$ cat src/rtl/data_process_pkg.sv
// Shared constants for the line-padding byte extractor: lane count, line length, op codes.
// Latency: n/a (constants and pure functions only).
// Backpressure: n/a.
// Contents: op encodings, FSM state codes, byte-select codes, per-op beat table.
package data_process_pkg;

   localparam int DP_SRAM_NUM = 8;                // 16-bit SRAM lanes, two packed bytes each
   localparam int DP_COL      = 16;               // payload beats per line
   localparam int DP_LINE_LEN = DP_COL + 2;       // one pad beat on each side

   localparam logic [2:0] OP_IDLE    = 3'd0;
   localparam logic [2:0] OP_ZERO3   = 3'd1;
   localparam logic [2:0] OP_PAD_FWD = 3'd2;
   localparam logic [2:0] OP_PAD_BWD = 3'd3;
   localparam logic [2:0] OP_ZERO1   = 3'd4;
   localparam logic [2:0] OP_FRONT   = 3'd5;
   localparam logic [2:0] OP_BACK    = 3'd6;
   localparam logic [2:0] OP_ILLEGAL = 3'd7;

   localparam logic [1:0] ST_IDLE  = 2'd0;
   localparam logic [1:0] ST_EMIT1 = 2'd1;
   localparam logic [1:0] ST_EMIT2 = 2'd2;
   localparam logic [1:0] ST_EMIT3 = 2'd3;

   localparam logic [1:0] BSEL_ZERO = 2'd0;
   localparam logic [1:0] BSEL_HI   = 2'd1;       // word[15:8]
   localparam logic [1:0] BSEL_LO   = 2'd2;       // word[7:0]

   function automatic logic is_three_beat(input logic [2:0] op);
      return (op == OP_ZERO3) || (op == OP_PAD_FWD) || (op == OP_PAD_BWD);
   endfunction

   // Which byte of the word a given beat (0..2) of an op carries.
   function automatic logic [1:0] beat_bsel(input logic [2:0] op, input logic [1:0] idx);
      logic [1:0] bsel;
      bsel = BSEL_ZERO;
      case (op)
         OP_PAD_FWD: bsel = (idx == 2'd0) ? BSEL_ZERO : (idx == 2'd1) ? BSEL_HI : BSEL_LO;
         OP_PAD_BWD: bsel = (idx == 2'd0) ? BSEL_HI : (idx == 2'd1) ? BSEL_LO : BSEL_ZERO;
         OP_FRONT:   bsel = BSEL_HI;
         OP_BACK:    bsel = BSEL_LO;
         default:    bsel = BSEL_ZERO;
      endcase
      return bsel;
   endfunction

endpackage

$ cat src/rtl/data_process_dp_lane.sv
// One SRAM lane: selects source word, holds it for later beats, muxes out one byte.
// Latency: byte_out is combinational; the hold register loads on the edge where load=1.
// Backpressure: none; sequencing is owned by the parent FSM.
// Ports: word_a/word_b source words, src_b picks word_b, load captures the word,
//        use_hold muxes from the held word, bsel picks zero/high/low byte, byte_out result.
module dp_lane
   import data_process_pkg::*;
(
   input  logic        clk,
   input  logic        rst_n,
   input  logic [15:0] word_a,
   input  logic [15:0] word_b,
   input  logic        src_b,
   input  logic        load,
   input  logic        use_hold,
   input  logic [1:0]  bsel,
   output logic [7:0]  byte_out
);

   logic [15:0] hold_d, hold_q;
   logic [15:0] word_sel;
   logic [15:0] src_word;

   always_comb begin
      word_sel = src_b ? word_b : word_a;
      hold_d   = load ? word_sel : hold_q;
      // The first beat comes straight off the SRAM port; later beats reuse the held copy
      // because the SRAM output is not guaranteed stable past the capture edge.
      src_word = use_hold ? hold_q : word_sel;
      case (bsel)
         BSEL_HI: byte_out = src_word[15:8];
         BSEL_LO: byte_out = src_word[7:0];
         default: byte_out = 8'h00;
      endcase
   end

   always_ff @(posedge clk) begin
      if (!rst_n) begin
         hold_q <= 16'h0000;
      end else begin
         hold_q <= hold_d;
      end
   end

endmodule

$ cat src/rtl/data_process.sv
// Turns packed 16-bit SRAM words into padded byte beats for every lane in parallel.
// Latency: first beat one edge after the op is accepted; 3-beat ops issue back-to-back gap-free.
// Backpressure: cmd_ready low for two cycles after a 3-beat op; ops offered while low are dropped.
// Ports: data_process_reg op code, sram_sel1/sram_sel2 source selects, QB_1/QB_2/Q1_ir/Q2_ir
//        SRAM read data; pix_out/ir_out beats with pix_valid, line_done end-of-line, err_op sticky.
module data_process
   import data_process_pkg::*;
#(
   parameter int SRAM_NUM = DP_SRAM_NUM,
   parameter int LINE_LEN = DP_LINE_LEN
) (
   input  logic                    clk,
   input  logic                    rst_n,
   input  logic [2:0]              data_process_reg,
   input  logic                    sram_sel1,
   input  logic                    sram_sel2,
   input  logic [SRAM_NUM*16-1:0]  QB_1,
   input  logic [SRAM_NUM*16-1:0]  QB_2,
   input  logic [SRAM_NUM*16-1:0]  Q1_ir,
   input  logic [SRAM_NUM*16-1:0]  Q2_ir,
   output logic                    cmd_ready,
   output logic [SRAM_NUM*8-1:0]   pix_out,
   output logic [SRAM_NUM*8-1:0]   ir_out,
   output logic                    pix_valid,
   output logic                    line_done,
   output logic                    err_op
);

   localparam int CNT_W = (LINE_LEN > 1) ? $clog2(LINE_LEN) : 1;
   localparam logic [CNT_W-1:0] CNT_LAST = CNT_W'(LINE_LEN - 1);

   logic [1:0]            state_d, state_q;
   logic                  pend_vld_d, pend_vld_q;
   logic [2:0]            op_d, op_q;
   logic                  sel1_d, sel1_q;
   logic                  sel2_d, sel2_q;
   logic                  err_d, err_q;
   logic [CNT_W-1:0]      cnt_d, cnt_q;
   logic [SRAM_NUM*8-1:0] pix_out_d, pix_out_q;
   logic [SRAM_NUM*8-1:0] ir_out_d, ir_out_q;
   logic                  pix_valid_d, pix_valid_q;
   logic                  line_done_d, line_done_q;

   logic                  accept;
   logic                  late_beat;
   logic                  beat;
   logic [1:0]            bsel;
   logic [SRAM_NUM*8-1:0] pix_byte;
   logic [SRAM_NUM*8-1:0] ir_byte;

   always_comb begin
      cmd_ready = (state_q == ST_IDLE) || (state_q == ST_EMIT3);
      accept    = cmd_ready && (data_process_reg != OP_IDLE);

      // pend_vld_q marks the edge carrying an op's first beat; it can only be set from
      // IDLE/EMIT3, so it never overlaps the EMIT2/EMIT3 follow-on beats.
      late_beat = (state_q == ST_EMIT2) || (state_q == ST_EMIT3);
      beat      = pend_vld_q || late_beat;

      // op_q is only rewritten on accept; at an EMIT3 edge that also accepts, the
      // outgoing beat still decodes the old op because this reads the current value.
      if (pend_vld_q) begin
         bsel = beat_bsel(op_q, 2'd0);
      end else if (state_q == ST_EMIT2) begin
         bsel = beat_bsel(op_q, 2'd1);
      end else begin
         bsel = beat_bsel(op_q, 2'd2);
      end

      op_d       = accept ? data_process_reg : op_q;
      sel1_d     = accept ? sram_sel1 : sel1_q;
      sel2_d     = accept ? sram_sel2 : sel2_q;
      pend_vld_d = accept && (data_process_reg != OP_ILLEGAL);
      err_d      = err_q || (accept && (data_process_reg == OP_ILLEGAL));

      state_d = state_q;
      case (state_q)
         ST_IDLE:  state_d = (accept && is_three_beat(data_process_reg)) ? ST_EMIT1 : ST_IDLE;
         ST_EMIT1: state_d = ST_EMIT2;
         ST_EMIT2: state_d = ST_EMIT3;
         ST_EMIT3: state_d = (accept && is_three_beat(data_process_reg)) ? ST_EMIT1 : ST_IDLE;
         default:  state_d = ST_IDLE;
      endcase

      pix_valid_d = beat;
      line_done_d = beat && (cnt_q == CNT_LAST);
      cnt_d       = cnt_q;
      if (beat) begin
         cnt_d = (cnt_q == CNT_LAST) ? '0 : cnt_q + 1'b1;
      end
      pix_out_d = beat ? pix_byte : pix_out_q;
      ir_out_d  = beat ? ir_byte  : ir_out_q;
   end

   for (genvar k = 0; k < SRAM_NUM; k++) begin : g_lane
      dp_lane u_pix (
         .clk      (clk),
         .rst_n    (rst_n),
         .word_a   (QB_1[16*k +: 16]),
         .word_b   (QB_2[16*k +: 16]),
         .src_b    (sel1_q),
         .load     (pend_vld_q),
         .use_hold (late_beat),
         .bsel     (bsel),
         .byte_out (pix_byte[8*k +: 8])
      );
      dp_lane u_ir (
         .clk      (clk),
         .rst_n    (rst_n),
         .word_a   (Q1_ir[16*k +: 16]),
         .word_b   (Q2_ir[16*k +: 16]),
         .src_b    (sel2_q),
         .load     (pend_vld_q),
         .use_hold (late_beat),
         .bsel     (bsel),
         .byte_out (ir_byte[8*k +: 8])
      );
   end

   always_ff @(posedge clk) begin
      if (!rst_n) begin
         state_q     <= ST_IDLE;
         pend_vld_q  <= 1'b0;
         op_q        <= OP_IDLE;
         sel1_q      <= 1'b0;
         sel2_q      <= 1'b0;
         err_q       <= 1'b0;
         cnt_q       <= '0;
         pix_out_q   <= '0;
         ir_out_q    <= '0;
         pix_valid_q <= 1'b0;
         line_done_q <= 1'b0;
      end else begin
         state_q     <= state_d;
         pend_vld_q  <= pend_vld_d;
         op_q        <= op_d;
         sel1_q      <= sel1_d;
         sel2_q      <= sel2_d;
         err_q       <= err_d;
         cnt_q       <= cnt_d;
         pix_out_q   <= pix_out_d;
         ir_out_q    <= ir_out_d;
         pix_valid_q <= pix_valid_d;
         line_done_q <= line_done_d;
      end
   end

   assign pix_out   = pix_out_q;
   assign ir_out    = ir_out_q;
   assign pix_valid = pix_valid_q;
   assign line_done = line_done_q;
   assign err_op    = err_q;

endmodule

$ cat config.mk
export PLATFORM = sky130hd
export DESIGN_NAME = data_process
export DESIGN_NICKNAME = d
export VERILOG_FILES = /design/src/rtl/data_process_pkg.sv /design/src/rtl/data_process_dp_lane.sv /design/src/rtl/data_process.sv
export SDC_FILE = /design/constraint.sdc
export NUM_CORES = 1
export LEC_CHECK = 0
export ABC_CLOCK_PERIOD_IN_PS = 11500
export BUFFER_PORTS_ARGS = -buffer_cell sky130_fd_sc_hd__buf_2
export CORE_UTILIZATION = 35
export CTS_BUF_LIST = sky130_fd_sc_hd__clkbuf_16
export CTS_CLUSTER_SIZE = 30
export DETAILED_ROUTE_END_ITERATION = 12
export HOLD_SLACK_MARGIN = 0.06
export PLACE_DENSITY = 0.66
export SLEW_MARGIN = 20
export SYNTH_ARGS = -nofsm -noshare
export SYNTH_HDL_FRONTEND = slang
export SYNTH_HIERARCHICAL = 1
export SYNTH_SLANG_ARGS = --single-unit
$ cat constraint.sdc
create_clock -name clk -period 11.5 [get_ports clk]
set_input_delay 1.15 -clock clk [delete_from_list [all_inputs] [get_ports clk]]
set_output_delay 1.15 -clock clk [all_outputs]
set_load 0.01 [all_outputs]
==> results.toml, run 1 <==
[outcome]
outcome = "completed"

[pwr]
vdd_ir_drop_max_mv = 0.0996
p_per_area_nw_per_um2 = 159
leakage_nw = 11.0

[clock_network]
insertion_delay_ps = 580
cts_root_buf = "clkbuf_16"
h-tree-depth = 2
cts.clk_slew.worst_paths_ps = 60
cts_setup_buffers = 0
cts_tree = "yes"
cts_resized = 0
clock_path_buffers = 3
cts_sinks = 400
numCtsBuffers = 48
cts_hold_buf = 0

[worst_setup_path]
startpoint_type = "flip-flop"
crit_path_start = "state_q[0]"
r2r_start = "state_q[0]"
cp-endpoint = "ir_out[34]"
reg2reg_slack_ps = 7970
reg2regPathDepth = 9
cp.required_ps = 11990
critPathCaptureType = "flip-flop"
crit_type = "flip-flop to flip-flop"
worstReg2RegEnd = "ir_out[34]"
cp.arrival_ps = 4020
cp_max_fo = 103

[sta]
post-route-min-period_ps = 3530
drv_slew = 0
fin_crit_sh_pct = 30.7
max_slew_margin_pct = 28.7
final.setup.tns_ps = 0
hold_viol_final = 0
finClkSkew_ps = 23.9
finalSetupViolCount = 0
tightest_slew_ps = 1070
max_freq_mhz = 283
rsz0062_at_grt = "false"

[synthesis]
ys_types = 43
ys_warn_count = 6
synth_top_area_share_pct = 33.6
async_flop_share_pct = 0
syn-cell-area_um2 = 23800
synthTopCellsByCount = "dfxtp_1 (400), nand2_1 (260), a21oi_1 (259)"
syn_nets = 3095
synth_seq_cells = 400
avgSynthCellArea_um2 = 9.38
synth_most_common_cell = "dfxtp_1"
synth.area.top_cells = "dfxtp_1 (34%), mux2i_1 (11%), mux2_4 (10%)"
synth_cells = 2539
ys.flop_type = "dfxtp_1"
synth-edff-count = 0
yosys.area.top_type = "dfxtp_1"
seq_area_frac_synth_pct = 33.6

[global_route]
grt_pass1_wl_um = 108000
grt_start_max_net_pins = 188
grt-ovfl-total = 0
grt_usage_pct = 19.7
grt_pass1_vias = 18800
antenna_found_initial = 4

[placement]
placed_area_um2 = 27000
dp_hpwl_um = 49000
numPortBuffers = 650
routabilityCongestion = 0.899

[route]
drc = 0
drtIter0Drc = 1136
routed_via_density = 5.00
first_pass_iters = 5
routed_wl_um = 71300
vias = 19800
wl_per_cell_um = 18.0
ant_nets = 0

[cells_and_area]
drive_above_1_share_pct = 32.5
final_area_um2 = 28400
nNetsFinal = 3598
area_growth_pct = 19.3

[die]
die_x_um = 263
io_pins = 651
fp-row-count = 95
die_area_um2 = 69100
initial_core_util_pct = 35.4
core_area_um2 = 67300
dieHeight_um = 263

[flow_run]
cap_violations = 0

[worst_hold_path]
hold_class = "flip-flop to flip-flop"
layer usage:
layer / GRT usage [%] / vias up / share of wire (%)
met2: 33.1 / 579 / 47
met4: 7.19 / 4 / 3.3
met1: 24.4 / 9246 / 44
li1: - / 9822 / -
met3: 4.75 / 113 / 6.2
met5: 0 / - / 0.036
through the flow:
stage | total power, mW | setup WS [ps] | std cells | utilization [%] | hold slack (ps)
2_1_floorplan | 2.79 | 7850 | 2539 | - | 442
3_3_place_gp | 3.11 | 8090 | 3865 | 40.1 | 435
3_5_place_dp | 3.13 | 7990 | 3865 | 40.1 | 440
4_1_cts | 4.55 | 7980 | 3952 | 42.2 | 449
5_1_grt | 4.75 | 7600 | 3954 | 42.2 | 462
6_report | 4.51 | 7970 | 3955 | 42.2 | 446
logic make-up (layout without fill, tap and decap cells):
kind of cell / count (synthesis) / in the layout / synth area share, %
other cells: 0 / 3 / 0
mux: 514 / 514 / 25.5
simple gates: 798 / 798 / 18.2
compound gates: 531 / 531 / 14.0
buf+inv: 259 / 799 / 6.72
flops: 400 / 400 / 33.6
fa+ha+maj: 37 / 37 / 1.94
cell usage in the layout, fill, tap and decap left out, types with 37 or more instances in the layout:
cell         n
a21oi_1    259
buf_2      649
clkbuf_16   49
dfxtp_1    397
ha_1        37
inv_1       48
mux2_2      96
mux2_4     160
mux2i_1    258
nand2_1    260
nand2b_1   256
nor2b_1    256
o211ai_1   256
power by group:
part / switching, mW / internal (mW) / total (mW) / leakage [nW]
logic: 0.859 / 0.631 / 1.49 / 7.03
registers: 0.0892 / 1.52 / 1.61 / 3.26
clock network: 0.618 / 0.791 / 1.41 / 0.730
worst min path at each step:
stage / from / end / slack, ps / cells after the start
after floorplan: cnt_q[4] / cnt_q[4] / 440 / 1
after global placement: ir_out[25] / ir_out[25] / 430 / 2
after detailed placement: pix_out[58] / pix_out[58] / 440 / 2
after CTS: pix_out[58] / pix_out[58] / 450 / 2
after global routing: ir_out[28] / ir_out[28] / 460 / 2
final: ir_out[42] / ir_out[42] / 450 / 2
flip-flops by register name, indices dropped and copies added, names as in the netlist:
signal               count
state_q                  2
sel2_q                   1
sel1_q                   1
cnt_q                    5
pix_out                 64
op_q                     3
err_op                   1
ir_out                  64
g_lane.u_ir/hold_q     128
line_done                1
pix_valid                1
g_lane.u_pix/hold_q    128
pend_vld_q               1
worst max-delay path: stages, from the launching register on:
cell,delay (ps)
dfxtp_1,330
inv_1,60
ha_1,340
or2_4,470
buf_4,690
buf_4,820
o211ai_1,200
a21oi_1,190
nand2_1,70
a21oi_1,150
final cells by class:
class,instances,area (um^2)
Antenna cell,3,7.51
Clock buffer,49,1230
Clock inverter,38,206
Fill cell,6695,38900
Inverter,39,151
Multi-Input combinational cell,1880,14200
Sequential cell,400,8020
Tap cell,873,1090
Timing Repair Buffer,673,3460
(Power assumes the default switching activity.)
==> inputs of run 2 (changes only) <==
Settings changed: ABC_CLOCK_PERIOD_IN_PS 11500 to 3600.
Clock period 11.5 ns to 3.6 ns, I/O delays scaled along.
==> run 2 against run 1 <==
  * Setup slack lost 7100 ps
  * Sequential power rose to 3.2 times the previous value
  * Critical endpoint unchanged
  * Count of clock-buffer cells in the layout down 3
  * Critical path type unchanged
==> results.toml, run 2 (same netlist as run 1, synthesis figures left out) <==
[clock_network]
numCtsBuffers = 46
cts_setup_buffers = 0
clock_path_buffers = 3
cts_tree = "yes"
h-tree-depth = 2
cts.clk_slew.worst_paths_ps = 70
cts_root_buf = "clkbuf_16"
insertion_delay_ps = 580
cts_sinks = 400

[pwr]
vdd_ir_drop_max_mv = 0.374
p_per_area_nw_per_um2 = 512
leakage_nw = 11.2

[die]
dieHeight_um = 263
core_area_um2 = 67300
initial_core_util_pct = 35.4
die_x_um = 263
io_pins = 651
die_area_um2 = 69100
fp-row-count = 95

[worst_setup_path]
crit_type = "flip-flop to flip-flop"
slowest_delay_ps = 400
startpoint_type = "flip-flop"
r2r_start = "state_q[0]"
cp_slowest_cell = "ha_1"
cp_max_fo = 16
reg2reg_slack_ps = 900
cp.arrival_ps = 3160
crit_chain = "inv_1, ha_1, nor3b_1, o21ai_0, o22ai_4, buf_4, inv_1, ha_1, o211ai_1, a21oi_1, nand2_1, a21oi_1"
cp.required_ps = 4070
critPathCaptureType = "flip-flop"
crit_path_start = "state_q[0]"

[global_route]
antenna_found_initial = 4
grt_start_max_net_pins = 150
grt_pass1_wl_um = 110000
grt_usage_pct = 19.9
grt-ovfl-total = 0
grt_pass1_vias = 19100

[sta]
fin_crit_sh_pct = 74.9
finClkSkew_ps = 25.5
hold_viol_final = 0
tightest_slew_ps = 1130
max_freq_mhz = 371
final.setup.tns_ps = 0
rsz0062_at_grt = "false"
holdWs_ps = 123
finalSetupViolCount = 0
drv_slew = 0
post-route-min-period_ps = 2700
max_slew_margin_pct = 24.5

[cells_and_area]
drive_above_1_share_pct = 33.0
area_growth_pct = 20.5
fin_cells = 3967
reg_top3 = "g_lane.u_ir/hold_q x128, g_lane.u_pix/hold_q x128"
multiInputGateArea_um2 = 14200
final_cell_mix = "buf_2 (649), dfxtp_1 (397), nand2_1 (260)"
seq_area_um2 = 8020
nNetsFinal = 3612
fillerInstances = 6664
layout_commonest_cell = "buf_2"

[route]
routed_via_density = 5.00
wl_per_cell_um = 17.9
drc = 0
vias = 19800
routed_wl_um = 71100
first_pass_iters = 5
drtIter0Drc = 1077
ant_nets = 0

[placement]
dp_cells = 3880
dp_hpwl_um = 49900
routabilityCongestion = 0.865
numPortBuffers = 650

[worst_hold_path]
worstHoldStart = "data_process_reg[2]"
hold_class = "primary input to flip-flop"

[flow_run]
cap_violations = 0

[outcome]
outcome = "completed"
-- run 2: cell count changes in the layout (fill, tap and decap cells not counted), moves of 2 or more --
cell | before | now
buf_4 | 21 | 26
clkinv_1 | 14 | 11
clkbuf_16 | 49 | 46
inv_1 | 48 | 46
buf_12 | 2 | 12
bufinv_16 | 1 | 6
-- run 2: power breakdown --
part,total [mW],internal (mW),switching [mW]
logic,4.89,2.10,2.79
clock network,4.69,2.75,1.94
registers,5.11,4.85,0.257
-- run 2: stage by stage --
stage | area [um^2] | power, mW | setup WS, ps | utilization [%]
after floorplan | 23800 | 8.90 | 451 | -
after global placement | 27200 | 10.0 | 992 | 40.4
after detailed placement | 27200 | 10.1 | 946 | 40.4
after CTS | 28700 | 14.9 | 919 | 42.7
after global routing | 28700 | 15.5 | 695 | 42.7
final | 28700 | 14.7 | 905 | 42.7
-- run 2: cell type report --
| cell class | instances | share of cell area, % |
|---|---|---|
| tap | 873 | 3.81 |
| clock inverter | 38 | 1.19 |
| inverter | 39 | 0.528 |
| clock buffer | 46 | 4.01 |
| sequential | 400 | 27.9 |
| timing repair buffer | 689 | 12.9 |
| antenna | 2 | 0.0174 |
| multi-input combinational | 1880 | 49.6 |
-- run 2: final timing paths --
path	cells after the start	end
worst max-delay path	12	ir_out[34]
worst max register to register	12	ir_out[34]
worst min-delay path	3	err_op
worst min register to register	2	ir_out[40]
-- run 2: layer usage --
layer / track usage [%] / vias to the layer above / routed length, um
met3: 4.11 / 106 / 4120
li1: - / 9856 / -
met2: 33.8 / 553 / 33600
met1: 25.3 / 9320 / 31800
met4: 5.48 / 4 / 1660
met5: 0 / - / 19
-- run 2: what timing repair did --
action | CTS | global route
hold buffers | 1 | 0
endpoints found under the setup margin | 0 | 0
hold endpoints to repair | 1 | 0
gates resized for setup | 0 | 0
-- run 2: worst max-delay path: cells and delay by family (launching register included) --
family          cells  cell delay [ps]
fa+ha+maj           2              690
simple gates        2              240
compound gates      5              890
flops               1              360
buf+inv             3              370
==> inputs of run 3 (changes only) <==
Settings changed: ABC_CLOCK_PERIOD_IN_PS 3600 to 2500.
Clock period 3.6 ns to 2.5 ns, I/O delays scaled along.
==> run 3 against run 2 <==
  * Global-route usage is 0.34 points higher
  * Critical path type unchanged
  * First-iteration DRC count is 2.2% lower
  * Highest routed layer is now met4
  * Non-clock buffer count is 191 higher
  * Sequential share of layout area is 1.9 points lower
  * Combinational power is 58% higher
  * Total power is 47% higher
  * Final area is 7.2% higher
  * Sequential power is 43% higher
  * Core utilization is 3.1 points higher
==> results.toml, run 3 (same netlist as run 1, synthesis figures left out) <==
[pwr]
swShare_pct = 33.9
pwr-share-comb_pct = 35.6
vdd_ir_drop_max_mv = 0.425
p_sw_mw = 7.33
seqPwrFrac_pct = 33.8
p_per_area_nw_per_um2 = 704
power.internal_mw = 14.3
power_frac_clock_pct = 30.6
leakage_nw = 12.0

[route]
routed_wl_um = 72200
first_pass_iters = 6
drtIter0Drc = 1053
ant_nets = 0
drc = 0
wl_per_cell_um = 17.4
routed_via_density = 4.99
vias = 20700

[sta]
max_freq_mhz = 439
fin_crit_sh_pct = 91.2
finClkSkew_ps = 16.3
setup_ws_ps = 220
final.setup.tns_ps = 0
post-route-min-period_ps = 2280
max_slew_margin_pct = 26.1
hold_viol_final = 0
tightest_slew_ps = 1110
drv_slew = 0
rsz0062_at_grt = "true"
finalSetupViolCount = 0

[clock_network]
numCtsBuffers = 47
cts_sinks = 400
insertion_delay_ps = 580
cts.clk_slew.worst_paths_ps = 60
clock_path_buffers = 3
h-tree-depth = 2
cts_tree = "yes"
cts_root_buf = "clkbuf_16"

[worst_setup_path]
worstReg2RegEnd = "ir_out[8]"
cp.required_ps = 3000
startpoint_type = "flip-flop"
reg2regPathDepth = 11
crit_type = "flip-flop to flip-flop"
cp.arrival_ps = 2780
reg2reg_slack_ps = 220
critPathCaptureType = "flip-flop"
r2r_start = "state_q[0]"
cp_max_fo = 76

[placement]
numPortBuffers = 650
routabilityCongestion = 0.867
pre_cts_ws_ps = 101
placed_area_um2 = 27600
dp_hpwl_um = 49000

[outcome]
outcome = "completed"

[cells_and_area]
reg_top3 = "g_lane.u_ir/hold_q x128, g_lane.u_pix/hold_q x128"
drive_above_1_share_pct = 32.9
area_growth_pct = 29.2
nNetsFinal = 3804
fillerInstances = 6425
layout_commonest_cell = "buf_2"
final_area_um2 = 30800
final_cell_mix = "buf_2 (649), dfxtp_1 (396), nand2_1 (260)"
final_util_pct = 45.7

[global_route]
grt_usage_pct = 20.2
antenna_found_initial = 3
grt-ovfl-total = 0
grt_start_max_net_pins = 130
grt_pass1_wl_um = 113000
grt_pass1_vias = 20300

[die]
initial_core_util_pct = 35.4
fp-row-count = 95
die_area_um2 = 69100
core_area_um2 = 67300
dieHeight_um = 263
die_x_um = 263
io_pins = 651

[worst_hold_path]
min_path_cells = 4
hold_class = "primary input to flip-flop"
worstHoldStart = "QB_2[72]"
min_to = "g_lane[4].u_pix/hold_q[8]"

[flow_run]
cap_violations = 0
## run 3: timing repair
action / CTS / global route
hold buffers: 159 / 0
endpoints found under the setup margin: 0 / 109
hold endpoints to repair: 94 / 0
gates resized for setup: 0 / 29
buffers inserted: 0 / 0
## run 3: cell type report
class                   count  area [um^2]  share of cell area, %
diodes                      1         2.50                0.00813
clock buffers              48         1200                   3.90
clock inverters            37          265                  0.862
inverters                  39          151                  0.492
multi-input cells        1880        14300                   46.5
flip-flops and latches    400         8020                   26.1
well taps                 873         1090                   3.55
repair buffers            880         5720                   18.6
## run 3: critical path: stages, from the launching register on
cell and delay [ps]:
dfxtp_2 340, inv_1 40, ha_1 200, buf_4 160, or2_4 270, buf_12 180
buf_4 260, nand2b_1 80, o211ai_1 110, a21oi_1 220, nand2_1 90, a21oi_1 150
## run 3: metrics by stage
| step | power (mW) | hold slack (ps) | instances |
|---|---|---|---|
| 6_report | 21.7 | 90.0 | 4158 |
| 2_1_floorplan | 12.8 | 377 | 2539 |
| 5_1_grt | 22.8 | 73.4 | 4158 |
| 3_3_place_gp | 14.7 | 435 | 3913 |
| 3_5_place_dp | 14.8 | 440 | 3913 |
| 4_1_cts | 21.8 | 60.0 | 4157 |
## run 3: power by group through the flow
stage,sequential [mW],combinational [mW],clock [mW]
5_1_grt,7.40,8.36,7.07
6_report,7.33,7.71,6.62
4_1_cts,7.32,7.67,6.82
2_1_floorplan,7.37,5.45,0
3_3_place_gp,7.43,7.25,0
3_5_place_dp,7.45,7.33,0
## run 3: worst max-delay path by stage
stage,startpoint,end,slack [ps],depth (start not counted)
2_1_floorplan,state_q[0],pix_out[23],20,10
3_5_place_dp,state_q[0],pix_out[10],100,12
3_3_place_gp,state_q[0],pix_out[26],160,11
4_1_cts,state_q[0],pix_out[16],80,12
5_1_grt,state_q[0],pix_out[7],-10,11
6_report,state_q[0],ir_out[8],220,11
## run 3: metal layers
layer | share of wire [%] | vias to the layer above | wire length (um) | track usage, %
li1 | - | 10200 | - | -
met1 | 43 | 9733 | 31000 | 24.9
met2 | 49 | 659 | 35200 | 35.3
met3 | 5.4 | 104 | 3920 | 3.53
met4 | 2.9 | 0 | 2090 | 6.67
met5 | 0 | - | 0 | 0
